===== src/rtl/lane_chart_reader.sv =====
// Per-lane chart reader: walks the chart ROM, keeps song time, judges
// presses/releases against the head note and flags upcoming visible notes.
module lane_chart_reader #(
  parameter int unsigned NOTE_COUNT  = 256,
  parameter int unsigned PERFECT_WIN = 3,
  parameter int unsigned GOOD_WIN    = 8,
  parameter int unsigned LEAD        = 120
) (
  input  logic        Clk,
  input  logic        Reset,
  input  logic        start,
  input  logic        frame_tick,
  input  logic        key,
  input  logic [15:0] key_1,
  input  logic [15:0] key_2,
  input  logic [15:0] key_3,
  input  logic [15:0] key_4,
  output logic [7:0]  addr,
  output logic [13:0] song_time,
  output logic [3:0]  visible,
  output logic        holding,
  output logic        perfect,
  output logic        good,
  output logic        miss,
  output logic [9:0]  combo,
  output logic [9:0]  max_combo,
  output logic        done
);

  localparam int unsigned AW = 9;
  localparam int unsigned TW = 14;
  localparam int unsigned DW = 15;
  localparam int unsigned CW = 10;

  localparam logic [AW-1:0]        NOTE_END  = AW'(NOTE_COUNT);
  localparam logic [DW-1:0]        PERF_U    = DW'(PERFECT_WIN);
  localparam logic [DW-1:0]        GOOD_U    = DW'(GOOD_WIN);
  localparam logic signed [DW-1:0] GOOD_S    = $signed(DW'(GOOD_WIN));
  localparam logic [DW-1:0]        LEAD_U    = DW'(LEAD);
  localparam logic [TW-1:0]        TIME_MAX  = {TW{1'b1}};
  localparam logic [CW-1:0]        COMBO_MAX = {CW{1'b1}};

  typedef enum logic [1:0] {
    S_IDLE = 2'd0,
    S_PLAY = 2'd1,
    S_HOLD = 2'd2,
    S_DONE = 2'd3
  } state_t;

  state_t         state_q, state_d;
  logic [AW-1:0]  addr_q, addr_d;
  logic [TW-1:0]  song_q, song_d;
  logic [3:0]     vis_q, vis_d;
  logic           holding_q, holding_d;
  logic           perfect_q, perfect_d;
  logic           good_q, good_d;
  logic           miss_q, miss_d;
  logic [CW-1:0]  combo_q, combo_d;
  logic [CW-1:0]  max_q, max_d;
  logic           done_q, done_d;
  logic           key_q, key_d;

  logic [1:0]            typ;
  logic [TW-1:0]         t;
  logic signed [DW-1:0]  d;
  logic signed [DW-1:0]  d_neg;
  logic [DW-1:0]         mag;
  logic                  press;
  logic                  release_ev;
  logic [TW-1:0]         song_inc;
  logic [15:0]           win [4];
  logic [AW-1:0]         idx;
  logic [DW-1:0]         horizon;

  assign addr      = addr_q[7:0];
  assign song_time = song_q;
  assign visible   = vis_q;
  assign holding   = holding_q;
  assign perfect   = perfect_q;
  assign good      = good_q;
  assign miss      = miss_q;
  assign combo     = combo_q;
  assign max_combo = max_q;
  assign done      = done_q;

  // Next-state, judgement, combo and visibility logic.
  always_comb begin
    state_d   = state_q;
    addr_d    = addr_q;
    song_d    = song_q;
    combo_d   = combo_q;
    max_d     = max_q;
    key_d     = key;
    perfect_d = 1'b0;
    good_d    = 1'b0;
    miss_d    = 1'b0;
    vis_d     = 4'b0000;
    idx       = '0;

    typ        = key_1[15:14];
    t          = key_1[13:0];
    d          = $signed({1'b0, song_q}) - $signed({1'b0, t});
    d_neg      = -d;
    mag        = d[DW-1] ? DW'(d_neg) : DW'(d);
    press      = key & ~key_q;
    release_ev = ~key & key_q;
    song_inc   = (song_q == TIME_MAX) ? song_q : song_q + TW'(1);
    horizon    = {1'b0, song_q} + LEAD_U;
    win[0]     = key_1;
    win[1]     = key_2;
    win[2]     = key_3;
    win[3]     = key_4;

    if (start) begin
      state_d = S_PLAY;
      addr_d  = '0;
      song_d  = '0;
      combo_d = '0;
      max_d   = '0;
      key_d   = 1'b0;
    end else begin
      case (state_q)
        S_PLAY: begin
          if (frame_tick) song_d = song_inc;
          if (addr_q >= NOTE_END || typ == 2'b11) begin
            state_d = S_DONE;
          end else if (typ == 2'b10) begin
            addr_d = addr_q + AW'(1);
          end else if (d > GOOD_S) begin
            miss_d = 1'b1;
            addr_d = addr_q + ((typ == 2'b01) ? AW'(2) : AW'(1));
          end else if (press && mag <= GOOD_U) begin
            if (mag <= PERF_U) perfect_d = 1'b1;
            else               good_d    = 1'b1;
            addr_d = addr_q + AW'(1);
            if (typ == 2'b01) state_d = S_HOLD;
          end
        end
        S_HOLD: begin
          if (frame_tick) song_d = song_inc;
          if (typ != 2'b10) begin
            state_d = S_PLAY;
          end else if (key && song_q >= t) begin
            perfect_d = 1'b1;
            addr_d    = addr_q + AW'(1);
            state_d   = S_PLAY;
          end else if (release_ev) begin
            if (d_neg <= GOOD_S) good_d = 1'b1;
            else                 miss_d = 1'b1;
            addr_d  = addr_q + AW'(1);
            state_d = S_PLAY;
          end
        end
        default: ;
      endcase
    end

    if (perfect_d || good_d) begin
      combo_d = (combo_q == COMBO_MAX) ? combo_q : combo_q + CW'(1);
      if (combo_d > max_q) max_d = combo_d;
    end else if (miss_d) begin
      combo_d = '0;
    end

    if (!start && (state_q == S_PLAY || state_q == S_HOLD) &&
        (state_d == S_PLAY || state_d == S_HOLD)) begin
      for (int i = 0; i < 4; i++) begin
        idx      = addr_q + AW'(i);
        vis_d[i] = (idx < NOTE_END) && (win[i][15:14] != 2'b11) &&
                   ({1'b0, win[i][13:0]} <= horizon);
      end
    end

    holding_d = (state_d == S_HOLD);
    done_d    = (state_d == S_DONE);
  end

  // State and output registers with synchronous reset.
  always_ff @(posedge Clk) begin
    if (Reset) begin
      state_q   <= S_IDLE;
      addr_q    <= '0;
      song_q    <= '0;
      vis_q     <= '0;
      holding_q <= 1'b0;
      perfect_q <= 1'b0;
      good_q    <= 1'b0;
      miss_q    <= 1'b0;
      combo_q   <= '0;
      max_q     <= '0;
      done_q    <= 1'b0;
      key_q     <= 1'b0;
    end else begin
      state_q   <= state_d;
      addr_q    <= addr_d;
      song_q    <= song_d;
      vis_q     <= vis_d;
      holding_q <= holding_d;
      perfect_q <= perfect_d;
      good_q    <= good_d;
      miss_q    <= miss_d;
      combo_q   <= combo_d;
      max_q     <= max_d;
      done_q    <= done_d;
      key_q     <= key_d;
    end
  end

endmodule


===== config.mk =====
export PLATFORM = sky130hd
export DESIGN_NAME = lane_chart_reader
export DESIGN_NICKNAME = d
export VERILOG_FILES = /design/src/rtl/lane_chart_reader.sv
export SDC_FILE = /design/constraint.sdc
export NUM_CORES = 1
export LEC_CHECK = 0
export ABC_AREA = 1
export BUFFER_PORTS_ARGS = -buffer_cell sky130_fd_sc_hd__buf_2
export CORE_MARGIN = 2
export CORE_UTILIZATION = 40
export CTS_CLUSTER_SIZE = 10
export DETAILED_ROUTE_END_ITERATION = 8
export GPL_TIMING_DRIVEN = 0
export PLACE_DENSITY_LB_ADDON = 0.08
export SYNTH_ARGS = -nofsm -noshare
export SYNTH_HDL_FRONTEND = slang
export SYNTH_SLANG_ARGS = --single-unit
export TNS_END_PERCENT = 20

===== constraint.sdc =====
create_clock -name Clk -period 4.45 [get_ports Clk]
set_input_delay 0.89 -clock Clk [delete_from_list [all_inputs] [get_ports Clk]]
set_output_delay 0.89 -clock Clk [all_outputs]
set_load 0.05 [all_outputs]

After elaboration in Yosys (flattened, before gate mapping)

Index checks and enable logic that the tools add are counted.

Register bits after elaboration: 55
Input bits: 69
Output and inout bits: 51
Word-level logic and storage cells: 141

Add/sub/neg operators: 9
Order comparisons: 15
Equality and inequality tests: 19
Mux-type cells: 56
Bitwise logic cells: 6
Reduce and logical (&&, ||, !) cells: 24

Operator list:

| cell                  | number |
|---|---|
| $mux 10               | 7 |
| $mux 9                | 7 |
| $le 14x15->1          | 4 |
| $lt 9x9->1 const B    | 4 |
| $mux 1                | 26 |
| $mux 2                | 10 |
| $add 9x2->9 const B   | 2 |
| $pmux 9 s2            | 1 |
| $add 14x7->15 const B | 1 |
| $gt 15x5->1 const B   | 1 |
| $le 15x2->1 const B   | 1 |
| $le 15x4->1 const B   | 1 |
| $le 15x5->1 const B   | 1 |
| $mux 15               | 1 |
| $neg 15->15           | 1 |
| $sub 14x14->15        | 1 |
| $add 14x1->14 const B | 1 |
| $eq 14x14->1 const B  | 1 |
| $ge 14x14->1          | 1 |
| $ne 2x2->1 const B    | 7 |
| $logic_and 1x1->1     | 12 |
| $add 10x1->10 const B | 1 |
| $eq 10x10->1 const B  | 1 |
| $eq 2x2->1 const B    | 5 |
| 18 further kinds      | 31 |

Longest topological paths before layout

Gate-level depths: netlist of the first run.

Word-level depth: 16
Gate-level depth with buffers: 31
Mapped depth without buffers: 31

Worst setup path before layout of the first run

OpenSTA, ideal clock, no wires.

Kind: input to register
Start point: input port key_1[0]
End point: register vis_q[3], in the netlist visible[3]
Setup time: 78 ps
Arrival: 4038 ps
Required time: 4372 ps
Path slack: 334 ps
Stages: 25
Buffers on the path: 0
Cell sequence: ha_1 -> inv_1 -> fa_1 -> or2_4 -> nand2_2 -> nand2_1 -> inv_2 -> nand3_2 -> nor3_4 -> nand2_1 -> nor2_1 -> ha_1 -> nor2_2 -> a21boi_2 -> nand2_1 -> nor2_1 -> o21ai_0 -> nand2_1 -> nor2_1 -> nor2_1 -> ha_1 -> nand3_1 -> a21oi_1 -> nand2_1 -> nor3_1

Word-level cells in the longest chain between the ends: 16
Elaborated cells on any way between the ends: 22
Classes of those cells: add/sub: 2; order compare: 3; eq/ne: 2; mux: 9; bitwise: 1; reduce/logical: 5

Ends and longest elaborated chain:

| what                                     | line | RTL |
|---|---|---|
| from (decl)                              | 14   | `input logic [15:0] key_1,` |
| $sub 14x14->15                           | 102  | `d = $signed({1'b0, song_q}) - $signed({1'b0, t});` |
| $neg 15->15                              | 103  | `d_neg = -d;` |
| $mux 15                                  | 104  | `mag = d[DW-1] ? DW'(d_neg) : DW'(d);` |
| $le 15x4->1                              | 132  | `end else if (press && mag <= GOOD_U) begin` |
| $logic_and 1x1->1                        | 132  |  |
| $mux 2                                   | 132  |  |
| $mux 2                                   | 129  | `end else if (d > GOOD_S) begin` |
| $mux 2                                   | 127  | `end else if (typ == 2'b10) begin` |
| $mux 2                                   | 125  | `if (addr_q >= NOTE_END \|\| typ == 2'b11) begin` |
| $pmux 2 s2 *                             | 122  | `case (state_q)` |
| $mux 2 *                                 | 114  | `if (start) begin` |
| net state_d[1]                           | 50   | `state_t state_q, state_d;` |
| $eq 2x1->1 or $eq 2x2->1 (tied branches) | 166  | `(state_d == S_PLAY \|\| state_d == S_HOLD)) begin` |
| $logic_or 1x1->1 *                       | 166  |  |
| $logic_and 1x1->1 *                      | 165  | `if (!start && (state_q == S_PLAY \|\| state_q == S_HOLD) &&` |
| $not 1->1 (no source line) *             | --   |  |
| $reduce_or 2->1 (no source line) *       | --   |  |
| to (signal assigned)                     | 197  | `vis_q <= vis_d;` |
| to (decl)                                | 53   | `logic [3:0] vis_q, vis_d;` |

Mark *: on every way through the listed nets, which the timed path passes. The rest lies on a longest branch.
A chain may end at the register's enable or synchronous reset.

Final worst setup path of the first run

Ends and elaborated chain as after synthesis.

==> flow_summary_export.csv, run 1 <==
group,metric,value,unit
run_status,status,"finished clean",
sta,layout_min_cycle_time,4262,ps
worst_setup_path,slowest_stage,"fa_2",
clock_tree,cts_inserted_buffers,5,
clock_tree,hold_buffers,0,
route,drtIter0Drc,336,
final_layout,nNetsFinal,1329,
power_and_ir_drop,p_switching,404.8,uW
sta,fin_skew,6.670,ps
sta,finalSetupTns,0,ps
sta,fmax,0.2347,GHz
synth,syn_area_per_cell,6.305,um^2
power_and_ir_drop,p_leak,3.851,nW
worst_setup_path,startpoint_type,"input port",
clock_tree,root_buffer,"clkbuf_16",
route,routedWlPerCell,13.82,um
power_and_ir_drop,p_total,1.308,mW
worst_setup_path,cp.arrival,4490,ps
sta,slew-limit-headroom,0.5255,
synth,synth_nets,1195,
power_and_ir_drop,p_per_area,168.8,nW/um^2
clock_tree,cts.htree.levels,2,
route,ant_nets,0,
synth,synth.distinct_cells,45,
floorplanning,dieHeight,131.5,um
floorplanning,dieWidth,131.5,um
worst_setup_path,cp_common_cell,"nand2_1",
power_and_ir_drop,p_clk_frac,0.357,
clock_tree,clock-sinks,55,
clock_tree,insertion_delay,300,ps
placement,io_buffers,118,
route,drt_wl_total,19090,um
power_and_ir_drop,swShare,0.3094,
clock_tree,path_clk_slew,70,ps
synth,netlist_instances,1031,
sta,setup_viol,0,
clock_tree,clk_path_buf_depth,2,
synth,synthTopCellsByArea,"ha_1 18%, dfxtp_1 17%, nand2_1 15%",
final_layout,antenna_cells,0,
power_and_ir_drop,p_int,903.5,uW
min_path,hp-class,"flip-flop to flip-flop",
synth,synthesis.area,6500,um^2
global_route,grt_max_degree,17,
synth,synthMostInstantiatedCell,"nand2_1",
placement,place_congestion,0.8344,
floorplanning,core,15890,um^2
min_path,min_to,"addr_q[6]",
route,route.vias.total,6918,
synth,synth.top_cell.area_share,0.1790,
synth,async_flop_share,0,
route,dr.pass1.iters,5,
floorplanning,rows,46,
worst_setup_path,crit_type,"input port to flip-flop",
clock_tree,cts_tree,"yes",
synth,yosysWarnings,0,
placement,place_hpwl,15510,um
worst_setup_path,regToRegStartpoint,"song_time[0]",
global_route,grt_use_total,0.2139,
worst_setup_path,r2r-end,"visible[3]",
power_and_ir_drop,seqPwrFrac,0.387,
run,cap_viol_max_count,0,
worst_setup_path,r2r_slack,340,ps
sta,fin_crit_sh,0.9577,
global_route,antenna_found_initial,0,
final_layout,drive_gt1_frac,0.1921,
floorplanning,initial_core_util,0.4092,
global_route,grt_first_pass_wirelength,30640,um
synth,yosysTopAreaCell,"ha_1",
final_layout,area_growth,19.25,%
worst_setup_path,end_kind,"flip-flop",
worst_setup_path,path_delay_family,"simple AND/OR/NAND/NOR gates",
worst_setup_path,critical_path.max_stage_delay,440,ps
route,vias_per_cell,5.006,
power_and_ir_drop,peakVddDrop,0.0001477,V
synth,seq_area_frac_synth,0.1694,
floorplanning,io_pins,120,
sta,hold_viol_final,0,
synth,synth_commonest_cells,"259 x nand2_1, 147 x inv_1, 94 x nor2_1",
floorplanning,die-area,17290,um^2
route,drc,0,
worst_setup_path,rr_worst_depth,28,
sta,worstMarginPinSlew,706.7,ps
worst_setup_path,required,4680,ps
min_path,min_from,"addr_q[6]",
worst_setup_path,cp_max_fo,4,
global_route,grt_overflow,0,
synth,ys_ff_latch,55,
synth,synth-edff-count,0,
sta,drv_slew,0,
worst_setup_path,crit_buf_inv,2,
global_route,grt_pass1_vias,6269,
synth,synth_ff_type,"dfxtp_1",
min_path,hold_depth,2,
power_and_ir_drop,combPwrFrac,0.256,
cells by family after synthesis:
kind of cell             Yosys count  synth area share
adder cells (fa/ha/maj)           95            0.1852
AO/OA/AOI/OAI                    158            0.1388
flip-flops                        55            0.1694
multiplexers                       1          0.001540
AND/OR/NAND/NOR                  515            0.3551
XOR/XNOR                          27           0.03638
buffers and inverters            180            0.1136
cell type report:
class | instances | area (um^2)
well taps | 216 | 270.3
inverters | 154 | 585.6
fillers | 1711 | 8134
multi-input cells | 796 | 4797
repair buffers | 128 | 665.6
clock buffers | 6 | 138.9
plain buffers | 25 | 156.4
flip-flops and latches | 55 | 1102
clock inverters | 2 | 35.03
worst reg2reg max path, delay by kind of cell (launching register included):
| kind | cells | cell delay, ps |
|---|---|---|
| simple gates | 21 | 2170 |
| fa+ha+maj | 3 | 910 |
| flops | 1 | 390 |
| compound gates | 2 | 370 |
| buf+inv | 2 | 190 |
per-layer routing:
| metal | up-vias | wire length (um) | track usage | share of wire |
|---|---|---|---|---|
| met2 | 146 | 9114 | 0.3799 | 0.48 |
| met4 | 0 | 70 | 0.01812 | 0.0037 |
| met1 | 3085 | 9089 | 0.2858 | 0.48 |
| li1 | 3679 | - | - | - |
| met5 | - | 0 | 0 | 0 |
| met3 | 8 | 818 | 0.02932 | 0.043 |
repair_timing:
action                     in CTS  in global routing
buffers inserted                0                 10
pin swaps                       0                 14
setup endpoints to repair       4                 13
resized for setup               5                 35
layout by cell type, fill, tap and decap left out, drive strengths merged, types with 4 or more instances in the layout:
cell type / instances
nor2: 102
xor2: 23
nor4: 6
xnor2: 4
nand4: 40
o21ai: 45
ha: 93
nand3b: 6
nand2: 270
nand3: 67
o21bai: 4
nor3: 23
a211oi: 4
clkbuf: 17
dfxtp: 55
inv: 154
buf: 142
a21oi: 90
worst max path at each step:
stage                     startpoint    endpoint  slack (ps)  cells after the start
after floorplan             key_1[0]  visible[3]         330                     25
after global placement      key_1[0]  visible[3]        -480                     26
after detailed placement    key_1[0]  visible[3]        -490                     26
after CTS                   key_1[0]  visible[3]          20                     26
after global routing        key_1[0]  visible[2]         -30                     28
final                       key_1[0]  visible[3]         190                     28
power by group through the flow:
| stage | Clock, mW | Combinational (mW) | Sequential, mW |
|---|---|---|---|
| floorplan | 0 | 0.207 | 0.523 |
| global placement | 0 | 0.306 | 0.518 |
| detailed placement | 0 | 0.308 | 0.518 |
| CTS | 0.477 | 0.312 | 0.507 |
| global route | 0.499 | 0.377 | 0.508 |
| finish | 0.467 | 0.334 | 0.507 |
flip-flops by register name (all words and copies together) (netlist names):
register and flops:
song_time 14, combo 10, max_combo 10, addr_q 9, visible 4, state_q 2, done 1, good 1
holding 1, key_q 1, miss 1, perfect 1
metrics by stage:
stage	util	hold slack [ps]	instance area, um^2	std cells	worst slack, ps
final	0.4879	511.6	7751	1382	188.4
after detailed placement	0.4634	505.4	7361	1365	-489.6
after CTS	0.4751	517.9	7547	1373	15.01
after floorplan	-	470.3	6500	1031	334.2
after global routing	0.4879	556.0	7751	1382	-32.69
after global placement	0.4634	497.6	7361	1365	-483.0
Power figures use the tool's default switching activity.
==> run 2: changes to the inputs <==
BUFFER_PORTS_ARGS = -buffer_cell sky130_fd_sc_hd__clkbuf_2   (was -buffer_cell sky130_fd_sc_hd__buf_2)
==> flow_summary_export.csv, run 2 (synthesis gave the netlist of run 1 again) <==
group,metric,value,unit
sta,slew-limit-headroom,0.5358,
min_path,hold_depth,2,
run_status,status,"finished clean",
final_layout,antenna_cells,0,
final_layout,regArea,1102,um^2
sta,worstMarginPinSlew,691.3,ps
floorplanning,io_pins,120,
final_layout,drive_gt1_frac,0.1962,
placement,place_congestion,0.8301,
route,drtIter0Drc,344,
final_layout,nNetsFinal,1330,
floorplanning,dieWidth,131.5,um
floorplanning,core,15890,um^2
global_route,grt_pass1_vias,6209,
power_and_ir_drop,p_per_area,159.5,nW/um^2
clock_tree,path_clk_slew,70,ps
final_layout,final_cell_mix,"245 x nand2_1, 146 x inv_1, 119 x clkbuf_2",
placement,pre_cts_ws,-504.5,ps
route,drc,0,
clock_tree,cts.htree.levels,2,
clock_tree,cts_tree,"yes",
global_route,grt_max_degree,16,
power_and_ir_drop,p_leak,3.814,nW
final_layout,fillers,1720,
clock_tree,hold_buffers,0,
sta,setup_viol,0,
clock_tree,clock-sinks,55,
floorplanning,dieHeight,131.5,um
final_layout,multiInputGateArea,4827,um^2
run,cap_viol_max_count,0,
floorplanning,rows,46,
final_layout,largest_reg_flops,14,
sta,layout_min_cycle_time,4182,ps
clock_tree,clk_path_buf_depth,2,
floorplanning,die-area,17290,um^2
final_layout,fin_util,0.4876,
sta,hold_viol_final,0,
worst_setup_path,end_kind,"flip-flop",
sta,drv_slew,0,
global_route,grt_first_pass_wirelength,30640,um
clock_tree,root_buffer,"clkbuf_16",
worst_setup_path,crit_type,"input port to flip-flop",
final_layout,layout_commonest_cell,"nand2_1",
global_route,grt_overflow,0,
worst_setup_path,slowest_stage,"fa_2",
power_and_ir_drop,peakVddDrop,0.0001438,V
global_route,antenna_found_initial,0,
worst_setup_path,cp.arrival,4410,ps
clock_tree,cts_inserted_buffers,5,
sta,fin_ws,268.0,ps
final_layout,area_growth,19.15,%
worst_setup_path,cp_max_fo,4,
sta,fin_skew,6.753,ps
route,drt_wl_total,19000,um
placement,place_hpwl,15450,um
sta,fmax,0.2391,GHz
floorplanning,initial_core_util,0.4092,
min_path,hp-class,"flip-flop to flip-flop",
route,dr.pass1.iters,5,
route,route.vias.total,6850,
placement,io_buffers,118,
worst_setup_path,rr_worst_depth,30,
clock_tree,insertion_delay,300,ps
worst_setup_path,cp_common_cell,"nand2_1",
sta,fin_crit_sh,0.9398,
worst_setup_path,required,4680,ps
worst_setup_path,critical_path.max_stage_delay,380,ps
worst_setup_path,startpoint_type,"input port",
route,vias_per_cell,4.953,
global_route,grt_use_total,0.2138,
route,routedWlPerCell,13.73,um
route,ant_nets,0,
-- run 2: worst max-delay path, delay by kind of cell --
| family | cells | cell delay, ps |
|---|---|---|
| AO/OA/AOI/OAI | 2 | 360 |
| adder cells (fa/ha/maj) | 3 | 820 |
| buffers and inverters | 4 | 390 |
| AND/OR/NAND/NOR | 21 | 1940 |
-- run 2: path summary, 6_finish.rpt --
| check | end | slack [ps] | start |
|---|---|---|---|
| min reg2reg | addr_q[6] | 520 | addr_q[6] |
| max | visible[2] | 270 | key_1[0] |
| min | addr_q[6] | 520 | addr_q[6] |
| max reg2reg | visible[2] | 430 | song_time[0] |
-- run 2: metrics by stage --
step	instances	hold WS, ps	setup TNS [ps]	cell area (um^2)	power [mW]
floorplan	1031	470.3	0	6500	0.7302
global placement	1365	496.5	-1827	7361	0.8248
detailed placement	1365	505.4	-1770	7361	0.8258
CTS	1374	518.2	0	7531	1.223
global route	1383	563.8	-7.681	7745	1.310
finish	1383	519.5	0	7745	1.235
-- run 2: final cells by class --
cell class / count / share of cell area
Inverter: 154 / 0.07496
Sequential cell: 55 / 0.1423
Tap cell: 216 / 0.03489
Timing Repair Buffer: 128 / 0.08594
Clock inverter: 1 / 0.0006462
Multi-Input combinational cell: 796 / 0.6233
Clock buffer: 7 / 0.01712
Buffer: 26 / 0.02084
-- run 2: metal layers --
layer,part of all wire,GRT usage,up-vias
met4,0.0033,0.01812,0
met3,0.039,0.03048,7
li1,-,-,3670
met2,0.48,0.3743,114
met5,0,0,-
met1,0.48,0.2894,3059
-- run 2: where the power goes --
part	total [mW]	switching [mW]	internal [mW]
clock network	0.393	0.184	0.209
registers	0.507	0.00806	0.499
logic	0.335	0.210	0.125
total	1.24	0.402	0.833
-- run 2: timing repair --
item                                    in CTS  in global routing
gates resized for setup                      7                 39
buffers inserted                             1                  9
endpoints found under the setup margin       4                 14
pin swaps                                    2                  7
